File: src/rtl/risc_pkg.sv
// Opcode map, instruction field layout and decode helpers shared by the
// decode stage and the execution unit.
package risc_pkg;

    localparam int INSTR_W  = 16;
    localparam int DATA_W   = 8;
    localparam int RADDR_W  = 3;
    localparam int OP_W     = 4;
    localparam int DMADDR_W = 4;

    localparam int OP_LSB     = 12;
    localparam int DST_LSB    = 9;
    localparam int SRCA_LSB   = 6;
    localparam int SRCB_LSB   = 3;
    localparam int DMADDR_LSB = 0;

    localparam logic [OP_W-1:0] OP_NOP = 4'h0;
    localparam logic [OP_W-1:0] OP_ADD = 4'h1;
    localparam logic [OP_W-1:0] OP_SUB = 4'h2;
    localparam logic [OP_W-1:0] OP_AND = 4'h3;
    localparam logic [OP_W-1:0] OP_OR  = 4'h4;
    localparam logic [OP_W-1:0] OP_XOR = 4'h5;
    localparam logic [OP_W-1:0] OP_SHR = 4'h6;
    localparam logic [OP_W-1:0] OP_SHL = 4'h7;
    localparam logic [OP_W-1:0] OP_ROR = 4'h8;
    localparam logic [OP_W-1:0] OP_ROL = 4'h9;
    localparam logic [OP_W-1:0] OP_NOT = 4'hA;
    localparam logic [OP_W-1:0] OP_MOV = 4'hB;
    localparam logic [OP_W-1:0] OP_INC = 4'hC;
    localparam logic [OP_W-1:0] OP_DEC = 4'hD;
    localparam logic [OP_W-1:0] OP_LD  = 4'hE;
    localparam logic [OP_W-1:0] OP_ST  = 4'hF;

    // Contents of the decode output register stage handed to execute.
    typedef struct packed {
        logic [OP_W-1:0]     opcode;
        logic [RADDR_W-1:0]  dst;
        logic [DMADDR_W-1:0] dmaddr;
        logic [DATA_W-1:0]   oprnd_a;
        logic [DATA_W-1:0]   oprnd_b;
    } issue_t;

    function automatic logic uses_src_a(input logic [OP_W-1:0] op);
        return (op != OP_NOP) && (op != OP_LD);
    endfunction

    function automatic logic uses_src_b(input logic [OP_W-1:0] op);
        return (op >= OP_ADD) && (op <= OP_ROL);
    endfunction

    function automatic logic is_reg_write(input logic [OP_W-1:0] op);
        return (op != OP_NOP) && (op != OP_ST);
    endfunction

    function automatic logic is_mem_op(input logic [OP_W-1:0] op);
        return (op == OP_LD) || (op == OP_ST);
    endfunction

endpackage

File: src/rtl/risc_decode_if.sv
// Decode-stage bus: fetch handshake, EX/WB forwarding inputs and the
// registered issue outputs towards the execution unit.
interface risc_decode_if;
    import risc_pkg::*;

    logic [INSTR_W-1:0]  instr;
    logic                instr_vld;
    logic                instr_rdy;
    logic                wb_en;
    logic [RADDR_W-1:0]  wb_addr;
    logic [DATA_W-1:0]   wb_data;
    logic [DATA_W-1:0]   ex_rslt;
    logic [RADDR_W-1:0]  ex_dst;
    logic                ex_reg_wr_vld;
    logic                ex_load_op;
    logic [OP_W-1:0]     opcode;
    logic [DMADDR_W-1:0] dmaddr;
    logic [DATA_W-1:0]   oprnd_a;
    logic [DATA_W-1:0]   oprnd_b;
    logic [RADDR_W-1:0]  dst;

    modport master (
        output instr, instr_vld, wb_en, wb_addr, wb_data,
               ex_rslt, ex_dst, ex_reg_wr_vld, ex_load_op,
        input  instr_rdy, opcode, dmaddr, oprnd_a, oprnd_b, dst
    );

    modport slave (
        input  instr, instr_vld, wb_en, wb_addr, wb_data,
               ex_rslt, ex_dst, ex_reg_wr_vld, ex_load_op,
        output instr_rdy, opcode, dmaddr, oprnd_a, oprnd_b, dst
    );

endinterface

File: src/rtl/risc_regfile.sv
// General-purpose register file: one synchronous write port, two
// combinational read ports, cleared by reset.
module risc_regfile
    import risc_pkg::*;
#(
    parameter int NREGS = 8
) (
    input  logic               clk,
    input  logic               rst,
    input  logic               i_we,
    input  logic [RADDR_W-1:0] i_waddr,
    input  logic [DATA_W-1:0]  i_wdata,
    input  logic [RADDR_W-1:0] i_raddr_a,
    input  logic [RADDR_W-1:0] i_raddr_b,
    output logic [DATA_W-1:0]  o_rdata_a,
    output logic [DATA_W-1:0]  o_rdata_b
);

    logic [DATA_W-1:0] r_mem [NREGS];

    always_ff @(posedge clk or posedge rst) begin
        if (rst) begin
            for (int i = 0; i < NREGS; i++) begin
                r_mem[i] <= '0;
            end
        end else if (i_we) begin
            r_mem[i_waddr] <= i_wdata;
        end
    end

    assign o_rdata_a = r_mem[i_raddr_a];
    assign o_rdata_b = r_mem[i_raddr_b];

endmodule

File: src/rtl/risc_decode.sv
// Decode stage: scoreboard, hazard detection, EX/WB operand forwarding and
// a single output register stage feeding the execution unit.
module risc_decode
    import risc_pkg::*;
#(
    parameter int NREGS = 8,
    parameter int IW    = 16
) (
    input  logic         clk,
    input  logic         rst,
    risc_decode_if.slave bus
);

    logic [IW-1:0]      w_instr;
    logic [OP_W-1:0]    w_op;
    logic [RADDR_W-1:0] w_dst;
    logic [RADDR_W-1:0] w_src   [2];
    logic               w_used  [2];
    logic [DATA_W-1:0]  w_rf_rd [2];
    logic [DATA_W-1:0]  w_opnd  [2];
    logic               w_hold  [2];
    logic               w_held_wr;
    logic               w_stall;
    logic               w_issue;

    issue_t             r_out;
    issue_t             w_out_next;
    logic [NREGS-1:0]   r_pend;
    logic [NREGS-1:0]   w_pend_next;
    logic [NREGS-1:0]   w_pend_set;
    logic [NREGS-1:0]   w_pend_clr;

    assign w_instr   = bus.instr;
    assign w_op      = w_instr[OP_LSB +: OP_W];
    assign w_dst     = w_instr[DST_LSB +: RADDR_W];
    assign w_src[0]  = w_instr[SRCA_LSB +: RADDR_W];
    assign w_src[1]  = w_instr[SRCB_LSB +: RADDR_W];
    assign w_used[0] = uses_src_a(w_op);
    assign w_used[1] = uses_src_b(w_op);

    // The instruction sitting in the output registers has not produced its
    // result anywhere yet, so nothing can be forwarded from it.
    assign w_held_wr = is_reg_write(r_out.opcode);

    risc_regfile #(
        .NREGS (NREGS)
    ) u_regfile (
        .clk       (clk),
        .rst       (rst),
        .i_we      (bus.wb_en),
        .i_waddr   (bus.wb_addr),
        .i_wdata   (bus.wb_data),
        .i_raddr_a (w_src[0]),
        .i_raddr_b (w_src[1]),
        .o_rdata_a (w_rf_rd[0]),
        .o_rdata_b (w_rf_rd[1])
    );

    genvar gi;
    generate
        for (gi = 0; gi < 2; gi++) begin : g_port
            logic [DATA_W-1:0] w_val;
            logic              w_hz;

            // Source priority: held result, EX forward, WB bypass, pending, regfile.
            always_comb begin
                w_val = w_rf_rd[gi];
                w_hz  = 1'b0;
                if (w_held_wr && (r_out.dst == w_src[gi])) begin
                    w_hz = 1'b1;
                end else if (bus.ex_reg_wr_vld && !bus.ex_load_op &&
                             (bus.ex_dst == w_src[gi])) begin
                    w_val = bus.ex_rslt;
                end else if (bus.wb_en && (bus.wb_addr == w_src[gi])) begin
                    w_val = bus.wb_data;
                end else if (r_pend[w_src[gi]]) begin
                    w_hz = 1'b1;
                end
            end

            assign w_opnd[gi] = w_val;
            assign w_hold[gi] = w_used[gi] && w_hz;
        end
    endgenerate

    assign w_stall       = w_hold[0] || w_hold[1];
    assign w_issue       = bus.instr_vld && !w_stall;
    assign bus.instr_rdy = !w_stall;

    always_comb begin
        w_out_next        = '0;
        w_out_next.opcode = OP_NOP;
        if (w_issue) begin
            w_out_next.opcode  = w_op;
            w_out_next.dst     = w_dst;
            w_out_next.dmaddr  = is_mem_op(w_op) ? w_instr[DMADDR_LSB +: DMADDR_W] : '0;
            w_out_next.oprnd_a = w_used[0] ? w_opnd[0] : '0;
            w_out_next.oprnd_b = w_used[1] ? w_opnd[1] : '0;
        end
    end

    // Set is applied after clear so an issue to a register being written back
    // in the same cycle leaves the bit pending.
    always_comb begin
        w_pend_set = '0;
        w_pend_clr = '0;
        if (bus.wb_en) begin
            w_pend_clr[bus.wb_addr] = 1'b1;
        end
        if (w_issue && is_reg_write(w_op)) begin
            w_pend_set[w_dst] = 1'b1;
        end
        w_pend_next = (r_pend & ~w_pend_clr) | w_pend_set;
    end

    always_ff @(posedge clk or posedge rst) begin
        if (rst) begin
            r_out  <= '0;
            r_pend <= '0;
        end else begin
            r_out  <= w_out_next;
            r_pend <= w_pend_next;
        end
    end

    assign bus.opcode  = r_out.opcode;
    assign bus.dst     = r_out.dst;
    assign bus.dmaddr  = r_out.dmaddr;
    assign bus.oprnd_a = r_out.oprnd_a;
    assign bus.oprnd_b = r_out.oprnd_b;

endmodule

File: src/flat_wrapper.sv
// flat-port wrapper written by rule: the top's interface ports become plain ports
module risc_decode_flat import risc_pkg::*;
#(
    parameter int NREGS = 8,
    parameter int IW    = 16
)
  (clk, rst, bus_instr, bus_instr_vld, bus_wb_en, bus_wb_addr, bus_wb_data, bus_ex_rslt, bus_ex_dst, bus_ex_reg_wr_vld, bus_ex_load_op, bus_instr_rdy, bus_opcode, bus_dmaddr, bus_oprnd_a, bus_oprnd_b, bus_dst);
  risc_decode_if bus_i ();
  input  logic clk;
  input  logic rst;
  input wire logic [$bits(bus_i.instr)-1:0] bus_instr;
  input wire logic [$bits(bus_i.instr_vld)-1:0] bus_instr_vld;
  input wire logic [$bits(bus_i.wb_en)-1:0] bus_wb_en;
  input wire logic [$bits(bus_i.wb_addr)-1:0] bus_wb_addr;
  input wire logic [$bits(bus_i.wb_data)-1:0] bus_wb_data;
  input wire logic [$bits(bus_i.ex_rslt)-1:0] bus_ex_rslt;
  input wire logic [$bits(bus_i.ex_dst)-1:0] bus_ex_dst;
  input wire logic [$bits(bus_i.ex_reg_wr_vld)-1:0] bus_ex_reg_wr_vld;
  input wire logic [$bits(bus_i.ex_load_op)-1:0] bus_ex_load_op;
  output wire logic [$bits(bus_i.instr_rdy)-1:0] bus_instr_rdy;
  output wire logic [$bits(bus_i.opcode)-1:0] bus_opcode;
  output wire logic [$bits(bus_i.dmaddr)-1:0] bus_dmaddr;
  output wire logic [$bits(bus_i.oprnd_a)-1:0] bus_oprnd_a;
  output wire logic [$bits(bus_i.oprnd_b)-1:0] bus_oprnd_b;
  output wire logic [$bits(bus_i.dst)-1:0] bus_dst;
  assign bus_i.instr = bus_instr;
  assign bus_i.instr_vld = bus_instr_vld;
  assign bus_i.wb_en = bus_wb_en;
  assign bus_i.wb_addr = bus_wb_addr;
  assign bus_i.wb_data = bus_wb_data;
  assign bus_i.ex_rslt = bus_ex_rslt;
  assign bus_i.ex_dst = bus_ex_dst;
  assign bus_i.ex_reg_wr_vld = bus_ex_reg_wr_vld;
  assign bus_i.ex_load_op = bus_ex_load_op;
  assign bus_instr_rdy = bus_i.instr_rdy;
  assign bus_opcode = bus_i.opcode;
  assign bus_dmaddr = bus_i.dmaddr;
  assign bus_oprnd_a = bus_i.oprnd_a;
  assign bus_oprnd_b = bus_i.oprnd_b;
  assign bus_dst = bus_i.dst;
  risc_decode #(.NREGS(NREGS), .IW(IW)) u_core (.clk(clk), .rst(rst), .bus(bus_i));
endmodule
File: config.mk
export PLATFORM = sky130hd
export DESIGN_NAME = risc_decode_flat
export DESIGN_NICKNAME = d
export VERILOG_FILES = /design/src/rtl/risc_pkg.sv /design/src/rtl/risc_decode_if.sv /design/src/rtl/risc_regfile.sv /design/src/rtl/risc_decode.sv /design/src/flat_wrapper.sv
export SDC_FILE = /design/constraint.sdc
export NUM_CORES = 1
export LEC_CHECK = 0
export ABC_CLOCK_PERIOD_IN_PS = 3550
export BUFFER_PORTS_ARGS = -buffer_cell sky130_fd_sc_hd__buf_2
export CAP_MARGIN = 20
export CORE_MARGIN = 2
export CORE_UTILIZATION = 35
export CTS_CLUSTER_DIAMETER = 200
export DETAILED_ROUTE_END_ITERATION = 8
export PLACE_DENSITY = 0.65
export SYNTH_ARGS = -nofsm -noshare
export SYNTH_HDL_FRONTEND = slang
export SYNTH_SLANG_ARGS = --single-unit
File: constraint.sdc
create_clock -name clk -period 3.55 [get_ports clk]
set_clock_uncertainty 0.1 [all_clocks]
set_input_delay 1.065 -clock clk [delete_from_list [all_inputs] [get_ports clk]]
set_output_delay 1.065 -clock clk [all_outputs]
set_load 0.005 [all_outputs]
==> results of run 1 <==
-- kinds of logic after synthesis --
group / synth area share [%]
flip-flops: 45.3
buffers and inverters: 3.27
AO/OA/AOI/OAI: 5.33
multiplexers: 34.7
AND/OR/NAND/NOR: 8.47
XOR/XNOR: 2.88
-- synthesized netlist by cell type (all sizes together) (3+ instances only) --
library cell	number
dfrtp	99
mux2	82
mux4	36
mux2i	16
buf	15
clkbuf	15
nor2	14
nor3	14
xor2	12
nand2	11
nor2b	11
nand3	9
a2111oi	8
a211oi	8
inv	7
o21ai	6
xnor2	6
nand4b	5
nand4	4
o22ai	4
nand2b	3
nor4	3
-- report_power, final --
| group | total [W] | internal, W | leakage, nW | switching (W) |
|---|---|---|---|---|
| clock network | 0.00123 | 0.000799 | 0.183 | 0.000429 |
| registers | 0.00153 | 0.00137 | 1.24 | 0.000159 |
| logic | 0.00101 | 0.000571 | 1.48 | 0.000441 |
| total | 0.00376 | 0.00274 | 2.90 | 0.00103 |
-- flip-flops by register name, summed over array words and instances, names as in the netlist --
name / count
u_core.bus.dst: 3
u_core.bus.oprnd_b: 8
u_core.bus.opcode: 4
u_core.r_pend: 8
u_core.bus.dmaddr: 4
u_core.bus.oprnd_a: 8
u_core.u_regfile.r_mem: 64
-- repair_timing --
action                                  CTS  global route
endpoints found under the setup margin    1             1
resized for setup                         8             0
setup buffers                             1             1
hold buffers                              0             0
cloned                                    0             0
pin swaps                                 2             3
-- layer usage --
| metal | GRT usage, % | up-vias | part of all wire [%] |
|---|---|---|---|
| met5 | 0 | - | 0 |
| met2 | 30.4 | 99 | 48 |
| met4 | 9.40 | 0 | 2.8 |
| met3 | 3.12 | 26 | 4.5 |
| li1 | - | 1702 | - |
| met1 | 23.7 | 1928 | 44 |
-- path summary, 6_finish.rpt --
kind,start,to,slack [ps],cells past startpoint
setup / recovery,bus_instr[4],bus_instr_rdy,-120,7
hold / removal,u_core.r_pend[3]$_DFF_PP0_,u_core.r_pend[3]$_DFF_PP0_,420,2
setup reg to reg,u_core.bus.opcode[2]$_DFF_PP0_,u_core.bus.oprnd_b[2]$_DFF_PP0_,900,6
hold reg to reg,u_core.r_pend[3]$_DFF_PP0_,u_core.r_pend[3]$_DFF_PP0_,420,2
max in group asynchronous,rst,u_core.u_regfile.r_mem[14]$_DFFE_PP0P_,2080,3
min in group asynchronous,rst,u_core.bus.oprnd_b[0]$_DFF_PP0_,640,2
-- layout make-up --
type | instances | area, sq um | area share [%]
clock inverters | 4 | 120 | 1.81
inverters | 7 | 30.0 | 0.451
repair buffers | 110 | 671 | 10.1
multi-input cells | 264 | 2830 | 42.6
flip-flops and latches | 99 | 2480 | 37.2
clock buffers | 12 | 256 | 3.86
well taps | 211 | 264 | 3.97
-- critical path: cells and delay by family --
family	cells	cell delay, ps
mux	2	770
buf+inv	3	280
compound gates	2	380
-- per-stage QoR --
stage	setup slack (ps)	util, %	hold slack (ps)
5_1_grt	-166	43.6	439
3_5_place_dp	-263	40.9	399
2_1_floorplan	-204	-	364
4_1_cts	-114	43.6	418
3_3_place_gp	-224	40.9	398
6_report	-118	43.6	419
==> run_summary.xml, run 1 <==
<?xml version="1.0" encoding="UTF-8"?>
<metrics>
  <group name="global_routing">
    <metric name="first_global_vias" unit="">4052</metric>
    <metric name="largest_net_degree_at_the_start_of_global_routing" unit="">45</metric>
    <metric name="grt_util_all_layers" unit="%">18.5</metric>
    <metric name="antenna_found_initial" unit="">0</metric>
    <metric name="wire_length_of_the_first_global_routing_pass" unit="um">22600</metric>
    <metric name="overflow" unit="">0</metric>
  </group>
  <group name="synthesis">
    <metric name="synth_seq_cells" unit="">99</metric>
    <metric name="synthesis.instances" unit="">400</metric>
    <metric name="synth_top_area_cell" unit="">sky130_fd_sc_hd__dfrtp_1</metric>
    <metric name="synthesis.area" unit="sq mm">0.00547</metric>
    <metric name="post_synth.cell_area_avg" unit="sq um">13.7</metric>
    <metric name="yosys.area.top_type_share" unit="%">45.3</metric>
    <metric name="postSynthNetCount" unit="">444</metric>
    <metric name="synth_top_flop_cell" unit="">sky130_fd_sc_hd__dfrtp_1</metric>
    <metric name="yosys-top-cells-area" unit="">sky130_fd_sc_hd__dfrtp_1 (45%), sky130_fd_sc_hd__mux2_2 (17%), sky130_fd_sc_hd__mux4_2 (14%)</metric>
    <metric name="synth_warnings" unit="">0</metric>
    <metric name="yosys.cell_types.count" unit="">39</metric>
    <metric name="synth_edf_count" unit="">0</metric>
    <metric name="ys_seq_area_share" unit="%">45.3</metric>
    <metric name="synth_async_sr_flop_share" unit="%">100</metric>
  </group>
  <group name="cells_and_area">
    <metric name="finish.instance_area" unit="sq mm">0.00665</metric>
    <metric name="post_route_cells_drive_above_1_share" unit="%">51.6</metric>
    <metric name="fin_nets" unit="">535</metric>
    <metric name="filler_cell_count" unit="">1432</metric>
    <metric name="diodes" unit="">0</metric>
    <metric name="most-common-layout-cells" unit="">sky130_fd_sc_hd__dfrtp_1 (99), sky130_fd_sc_hd__mux2_2 (81), sky130_fd_sc_hd__buf_2 (70)</metric>
    <metric name="final_common_cell" unit="">sky130_fd_sc_hd__dfrtp_1</metric>
    <metric name="finalNonFillerCells" unit="">707</metric>
    <metric name="areaGrowthSynthToFinish" unit="%">21.7</metric>
  </group>
  <group name="critical_path">
    <metric name="cp_arrival" unit="ps">2500</metric>
    <metric name="timing.critical_path.slowest_cell_delay" unit="ps">480</metric>
    <metric name="timing.critical_path.fanout_max" unit="">4</metric>
    <metric name="worst-endpoint-required" unit="ps">2380</metric>
    <metric name="start_kind" unit="">input pin</metric>
    <metric name="critPathSlowestCell" unit="">sky130_fd_sc_hd__mux4_2</metric>
    <metric name="timing.critical_path.cells" unit="">buf_8 -&gt; mux4_2 -&gt; mux2_4 -&gt; a32oi_4 -&gt; o32ai_4 -&gt; inv_1 -&gt; buf_2</metric>
    <metric name="criticalPathCategory" unit="">in -&gt; out</metric>
    <metric name="worstSetupEndpointType" unit="">output pin</metric>
  </group>
  <group name="power_and_ir_drop">
    <metric name="p_per_cell_area" unit="mW/mm^2">566</metric>
    <metric name="post-layout-total-power" unit="W">0.00376</metric>
    <metric name="maximum_ir_drop_on_the_vdd_rail" unit="uV">309</metric>
    <metric name="cellLeakagePower" unit="nW">2.90</metric>
  </group>
  <group name="placed_design">
    <metric name="post_dp_cell_area" unit="sq mm">0.00624</metric>
    <metric name="placedCellCount" unit="">689</metric>
    <metric name="hpwl" unit="um">10000</metric>
    <metric name="io_buffer_count" unit="">71</metric>
    <metric name="routabilityCongestion" unit="">0.789</metric>
  </group>
  <group name="sta">
    <metric name="timing_max_transition_violations_final" unit="">0</metric>
    <metric name="fmaxAchievable" unit="MHz">273</metric>
    <metric name="worstMarginPinSlew" unit="ps">961</metric>
    <metric name="final_worst_setup_slack" unit="ps">-118</metric>
    <metric name="post-route-period-util" unit="%">103</metric>
    <metric name="fin_crit" unit="ps">3670</metric>
    <metric name="unrepaired_setup_endpoints_after_global_routing" unit="">yes</metric>
    <metric name="timing.max_slew.rel_slack" unit="%">35.5</metric>
    <metric name="setup_viol" unit="">1</metric>
    <metric name="finalSetupTns" unit="ps">-118</metric>
    <metric name="timing_hold_violations_final" unit="">0</metric>
  </group>
  <group name="floorplanning">
    <metric name="placementRows" unit="">45</metric>
    <metric name="ios" unit="">72</metric>
    <metric name="die_width" unit="um">129</metric>
    <metric name="die_height" unit="um">129</metric>
    <metric name="die_footprint" unit="sq mm">0.0166</metric>
    <metric name="floorplan.core_area" unit="sq mm">0.0153</metric>
    <metric name="initial_core_util" unit="%">35.8</metric>
  </group>
  <group name="clock_tree">
    <metric name="htree_num_levels" unit="">3</metric>
    <metric name="tritoncts_clock_tree" unit="">built</metric>
    <metric name="cts.reportedPaths.clkPinSlew" unit="ps">60</metric>
    <metric name="ctsRootBufferMaster" unit="">sky130_fd_sc_hd__clkbuf_16</metric>
    <metric name="cts-root-to-sink-buffers" unit="">2</metric>
    <metric name="clock_latency_on_the_worst_skew_pair" unit="ps">360</metric>
    <metric name="cts_sinks" unit="">99</metric>
    <metric name="cts-buffers-inserted" unit="">9</metric>
  </group>
  <group name="routing">
    <metric name="routed_via_density" unit="">5.31</metric>
    <metric name="wirelength" unit="um">14300</metric>
    <metric name="drtIter0Drc" unit="">189</metric>
    <metric name="drt-pass1-iter-count" unit="">4</metric>
    <metric name="detail-route-antenna-nets" unit="">0</metric>
    <metric name="post-route-drc-count" unit="">0</metric>
    <metric name="drt-wirelength-per-cell" unit="um">20.2</metric>
    <metric name="dr_total_vias" unit="">3755</metric>
  </group>
  <group name="run_status">
    <metric name="violations_in_the_final_reports" unit="">setup timing</metric>
    <metric name="outcome" unit="">finished with violations</metric>
  </group>
  <group name="worst_hold_path">
    <metric name="hold_path.class" unit="">reg -&gt; reg</metric>
  </group>
  <group name="run">
    <metric name="cap_violations" unit="">0</metric>
  </group>
</metrics>
Power figures use the tool's default switching activity.
==> run 2: changes to the inputs <==
--- a/config.mk
+++ b/config.mk
@@ -8,7 +8,6 @@
 export ABC_CLOCK_PERIOD_IN_PS = 3550
 export BUFFER_PORTS_ARGS = -buffer_cell sky130_fd_sc_hd__buf_2
 export CAP_MARGIN = 20
-export CORE_MARGIN = 2
 export CORE_UTILIZATION = 35
 export CTS_CLUSTER_DIAMETER = 200
 export DETAILED_ROUTE_END_ITERATION = 8
==> run 2 against run 1 <==
The flow still finishes with violations (setup timing). Design area decreased by 1.3%. Combinational power about the same. Sequential share of layout area is 0.49 points higher. Non-clock buffer count down 2. Count of clock-buffer cells in the layout fell by 3. Clock power down 9.8%. Sequential cell count unchanged. Largest power group unchanged.
==> run_summary.xml, run 2 (same netlist as run 1, synthesis figures left out) <==
<?xml version="1.0" encoding="UTF-8"?>
<metrics>
  <group name="cells_and_area">
    <metric name="most-common-layout-cells" unit="">sky130_fd_sc_hd__dfrtp_1 (99), sky130_fd_sc_hd__mux2_2 (81), sky130_fd_sc_hd__buf_2 (70)</metric>
    <metric name="area.sequential" unit="sq mm">0.00248</metric>
    <metric name="post_route_cells_drive_above_1_share" unit="%">51.4</metric>
    <metric name="areaGrowthSynthToFinish" unit="%">20.1</metric>
    <metric name="finalNonFillerCells" unit="">682</metric>
    <metric name="final_common_cell" unit="">sky130_fd_sc_hd__dfrtp_1</metric>
    <metric name="multi_input_comb_area" unit="sq mm">0.00283</metric>
    <metric name="fin_nets" unit="">533</metric>
    <metric name="most_flop_heavy_register" unit="">u_core.u_regfile.r_mem</metric>
    <metric name="filler_cell_count" unit="">1373</metric>
    <metric name="largest_register_ffs" unit="">64</metric>
    <metric name="finish.instance_area" unit="sq mm">0.00657</metric>
    <metric name="diodes" unit="">0</metric>
  </group>
  <group name="power_and_ir_drop">
    <metric name="share_comb_of_total_power" unit="%">27.5</metric>
    <metric name="p_per_cell_area" unit="mW/mm^2">558</metric>
    <metric name="switching_share" unit="%">28.6</metric>
    <metric name="total_switching_power" unit="W">0.00105</metric>
    <metric name="p_seq_share" unit="%">42.0</metric>
    <metric name="cellLeakagePower" unit="nW">2.86</metric>
    <metric name="power_frac_clock" unit="%">30.4</metric>
    <metric name="power.internal" unit="W">0.00262</metric>
    <metric name="maximum_ir_drop_on_the_vdd_rail" unit="uV">273</metric>
  </group>
  <group name="clock_tree">
    <metric name="ctsRootBufferMaster" unit="">sky130_fd_sc_hd__clkbuf_16</metric>
    <metric name="post-cts-setup-buffers" unit="">0</metric>
    <metric name="number_of_hold_repair_buffers_added_at_the_cts_stage" unit="">0</metric>
    <metric name="cts_sinks" unit="">99</metric>
    <metric name="cts-root-to-sink-buffers" unit="">2</metric>
    <metric name="cts.reportedPaths.clkPinSlew" unit="ps">70</metric>
    <metric name="htree_num_levels" unit="">3</metric>
    <metric name="tritoncts_clock_tree" unit="">built</metric>
    <metric name="clock_latency_on_the_worst_skew_pair" unit="ps">350</metric>
    <metric name="cts-buffers-inserted" unit="">9</metric>
  </group>
  <group name="global_routing">
    <metric name="overflow" unit="">0</metric>
    <metric name="first_global_vias" unit="">4043</metric>
    <metric name="largest_net_degree_at_the_start_of_global_routing" unit="">74</metric>
    <metric name="grt_util_all_layers" unit="%">18.7</metric>
    <metric name="wire_length_of_the_first_global_routing_pass" unit="um">22400</metric>
    <metric name="antenna_found_initial" unit="">0</metric>
  </group>
  <group name="sta">
    <metric name="final_worst_setup_slack" unit="ps">-95.3</metric>
    <metric name="timing.max_slew.rel_slack" unit="%">33.2</metric>
    <metric name="post-route-period-util" unit="%">103</metric>
    <metric name="fin_crit" unit="ps">3650</metric>
    <metric name="timing_max_transition_violations_final" unit="">0</metric>
    <metric name="fmaxAchievable" unit="MHz">274</metric>
    <metric name="worstMarginPinSlew" unit="ps">995</metric>
    <metric name="timing_hold_violations_final" unit="">0</metric>
    <metric name="setup_viol" unit="">1</metric>
    <metric name="unrepaired_setup_endpoints_after_global_routing" unit="">yes</metric>
  </group>
  <group name="worst_hold_path">
    <metric name="worstHoldStart" unit="">u_core.u_regfile.r_mem[18]$_DFFE_PP0P_</metric>
    <metric name="hold_path.class" unit="">reg -&gt; reg</metric>
  </group>
  <group name="placed_design">
    <metric name="io_buffer_count" unit="">71</metric>
    <metric name="routabilityCongestion" unit="">0.828</metric>
    <metric name="post_dp_cell_area" unit="sq mm">0.00621</metric>
    <metric name="placedCellCount" unit="">666</metric>
    <metric name="hpwl" unit="um">9950</metric>
  </group>
  <group name="critical_path">
    <metric name="cp_arrival" unit="ps">2480</metric>
    <metric name="worstSetupStartpoint" unit="">bus_instr[4]</metric>
    <metric name="worst-endpoint-required" unit="ps">2380</metric>
    <metric name="worstSetupEndpointType" unit="">output pin</metric>
    <metric name="timing.critical_path.slowest_cell_delay" unit="ps">480</metric>
    <metric name="timing.critical_path.cells" unit="">buf_8 -&gt; mux4_2 -&gt; mux2_4 -&gt; a32oi_4 -&gt; o32ai_4 -&gt; inv_1 -&gt; buf_2</metric>
    <metric name="start_kind" unit="">input pin</metric>
    <metric name="critPathSlowestCell" unit="">sky130_fd_sc_hd__mux4_2</metric>
    <metric name="timing.critical_path.fanout_max" unit="">3</metric>
    <metric name="worst_r2r_startpoint" unit="">u_core.bus.opcode[2]$_DFF_PP0_</metric>
    <metric name="criticalPathCategory" unit="">in -&gt; out</metric>
  </group>
  <group name="routing">
    <metric name="drt-wirelength-per-cell" unit="um">21.2</metric>
    <metric name="post-route-drc-count" unit="">0</metric>
    <metric name="drt-pass1-iter-count" unit="">4</metric>
    <metric name="drtIter0Drc" unit="">229</metric>
    <metric name="detail-route-antenna-nets" unit="">0</metric>
    <metric name="wirelength" unit="um">14500</metric>
    <metric name="dr_total_vias" unit="">3820</metric>
    <metric name="routed_via_density" unit="">5.60</metric>
  </group>
  <group name="floorplanning">
    <metric name="die_height" unit="um">127</metric>
    <metric name="floorplan.core_area" unit="sq mm">0.0152</metric>
    <metric name="die_footprint" unit="sq mm">0.0161</metric>
    <metric name="die_width" unit="um">127</metric>
    <metric name="ios" unit="">72</metric>
    <metric name="placementRows" unit="">45</metric>
    <metric name="initial_core_util" unit="%">36.0</metric>
  </group>
  <group name="run">
    <metric name="cap_violations" unit="">0</metric>
  </group>
  <group name="run_status">
    <metric name="violations_in_the_final_reports" unit="">setup timing</metric>
    <metric name="outcome" unit="">finished with violations</metric>
  </group>
</metrics>
run 2: cell types whose count changed in the layout (fill, tap and decap cells not counted):
cell / change
sky130_fd_sc_hd__nand2b_1: +1
sky130_fd_sc_hd__clkbuf_1: -1
sky130_fd_sc_hd__clkinv_2: +2
sky130_fd_sc_hd__bufinv_16: -1
sky130_fd_sc_hd__clkbuf_8: -2
sky130_fd_sc_hd__clkinvlp_4: +1
sky130_fd_sc_hd__clkinv_4: +1
sky130_fd_sc_hd__nand2b_4: -1
sky130_fd_sc_hd__buf_4: -2
run 2: power groups by stage:
stage          sequential, W  combinational (W)  clock, W
2_1_floorplan        0.00150           0.000728         0
3_3_place_gp         0.00153           0.000976         0
5_1_grt              0.00157            0.00109   0.00119
3_5_place_dp         0.00156            0.00100         0
6_report             0.00154            0.00101   0.00111
4_1_cts              0.00154            0.00102   0.00114
run 2: per-stage QoR:
stage               setup WS, ps  total power [W]  hold WS [ps]  TNS, ps  util [%]
CTS                         -160          0.00370           427     -160      43.1
detailed placement          -235          0.00256           412     -481      40.8
finish                     -95.3          0.00366           426    -95.3      43.2
global placement            -204          0.00251           400     -284      40.8
floorplan                   -204          0.00222           364     -204         -
global route                -155          0.00385           447     -155      43.2
run 2: critical path: cells and delay by family:
| kind | cells | cell delay [ps] |
|---|---|---|
| AO/OA/AOI/OAI | 2 | 400 |
| buffers and inverters | 3 | 250 |
| multiplexers | 2 | 770 |
run 2: cell type report:
| type | count | share of cell area [%] |
|---|---|---|
| clock buffers | 9 | 3.43 |
| clock inverters | 7 | 1.77 |
| inverters | 7 | 0.457 |
| multi-input cells | 264 | 43.0 |
| flip-flops and latches | 99 | 37.7 |
| well taps | 188 | 3.58 |
| repair buffers | 108 | 9.98 |
run 2: path summary, 6_finish.rpt:
path | endpoint | slack, ps | depth (start not counted)
max | bus_instr_rdy | -100 | 7
max in group asynchronous | u_core.u_regfile.r_mem[37]$_DFFE_PP0P_ | 1890 | 3
min in group asynchronous | u_core.bus.oprnd_a[0]$_DFF_PP0_ | 690 | 2
max reg2reg | u_core.bus.oprnd_b[4]$_DFF_PP0_ | 750 | 7
min reg2reg | u_core.u_regfile.r_mem[18]$_DFFE_PP0P_ | 430 | 1
min | u_core.u_regfile.r_mem[18]$_DFFE_PP0P_ | 430 | 1
run 2: what timing repair did:
item                                    4_1_cts  5_1_grt
pin swaps                                     2        3
endpoints found under the setup margin        1        1
gates resized for setup                       5        2
run 2: per-layer routing:
| metal | wire, um | GRT usage (%) | vias to the layer above |
|---|---|---|---|
| li1 | - | - | 1690 |
| met1 | 5930 | 23.1 | 1962 |
| met2 | 7290 | 31.5 | 136 |
| met3 | 897 | 5.07 | 32 |
| met4 | 348 | 6.65 | 0 |
| met5 | 0 | 0 | - |
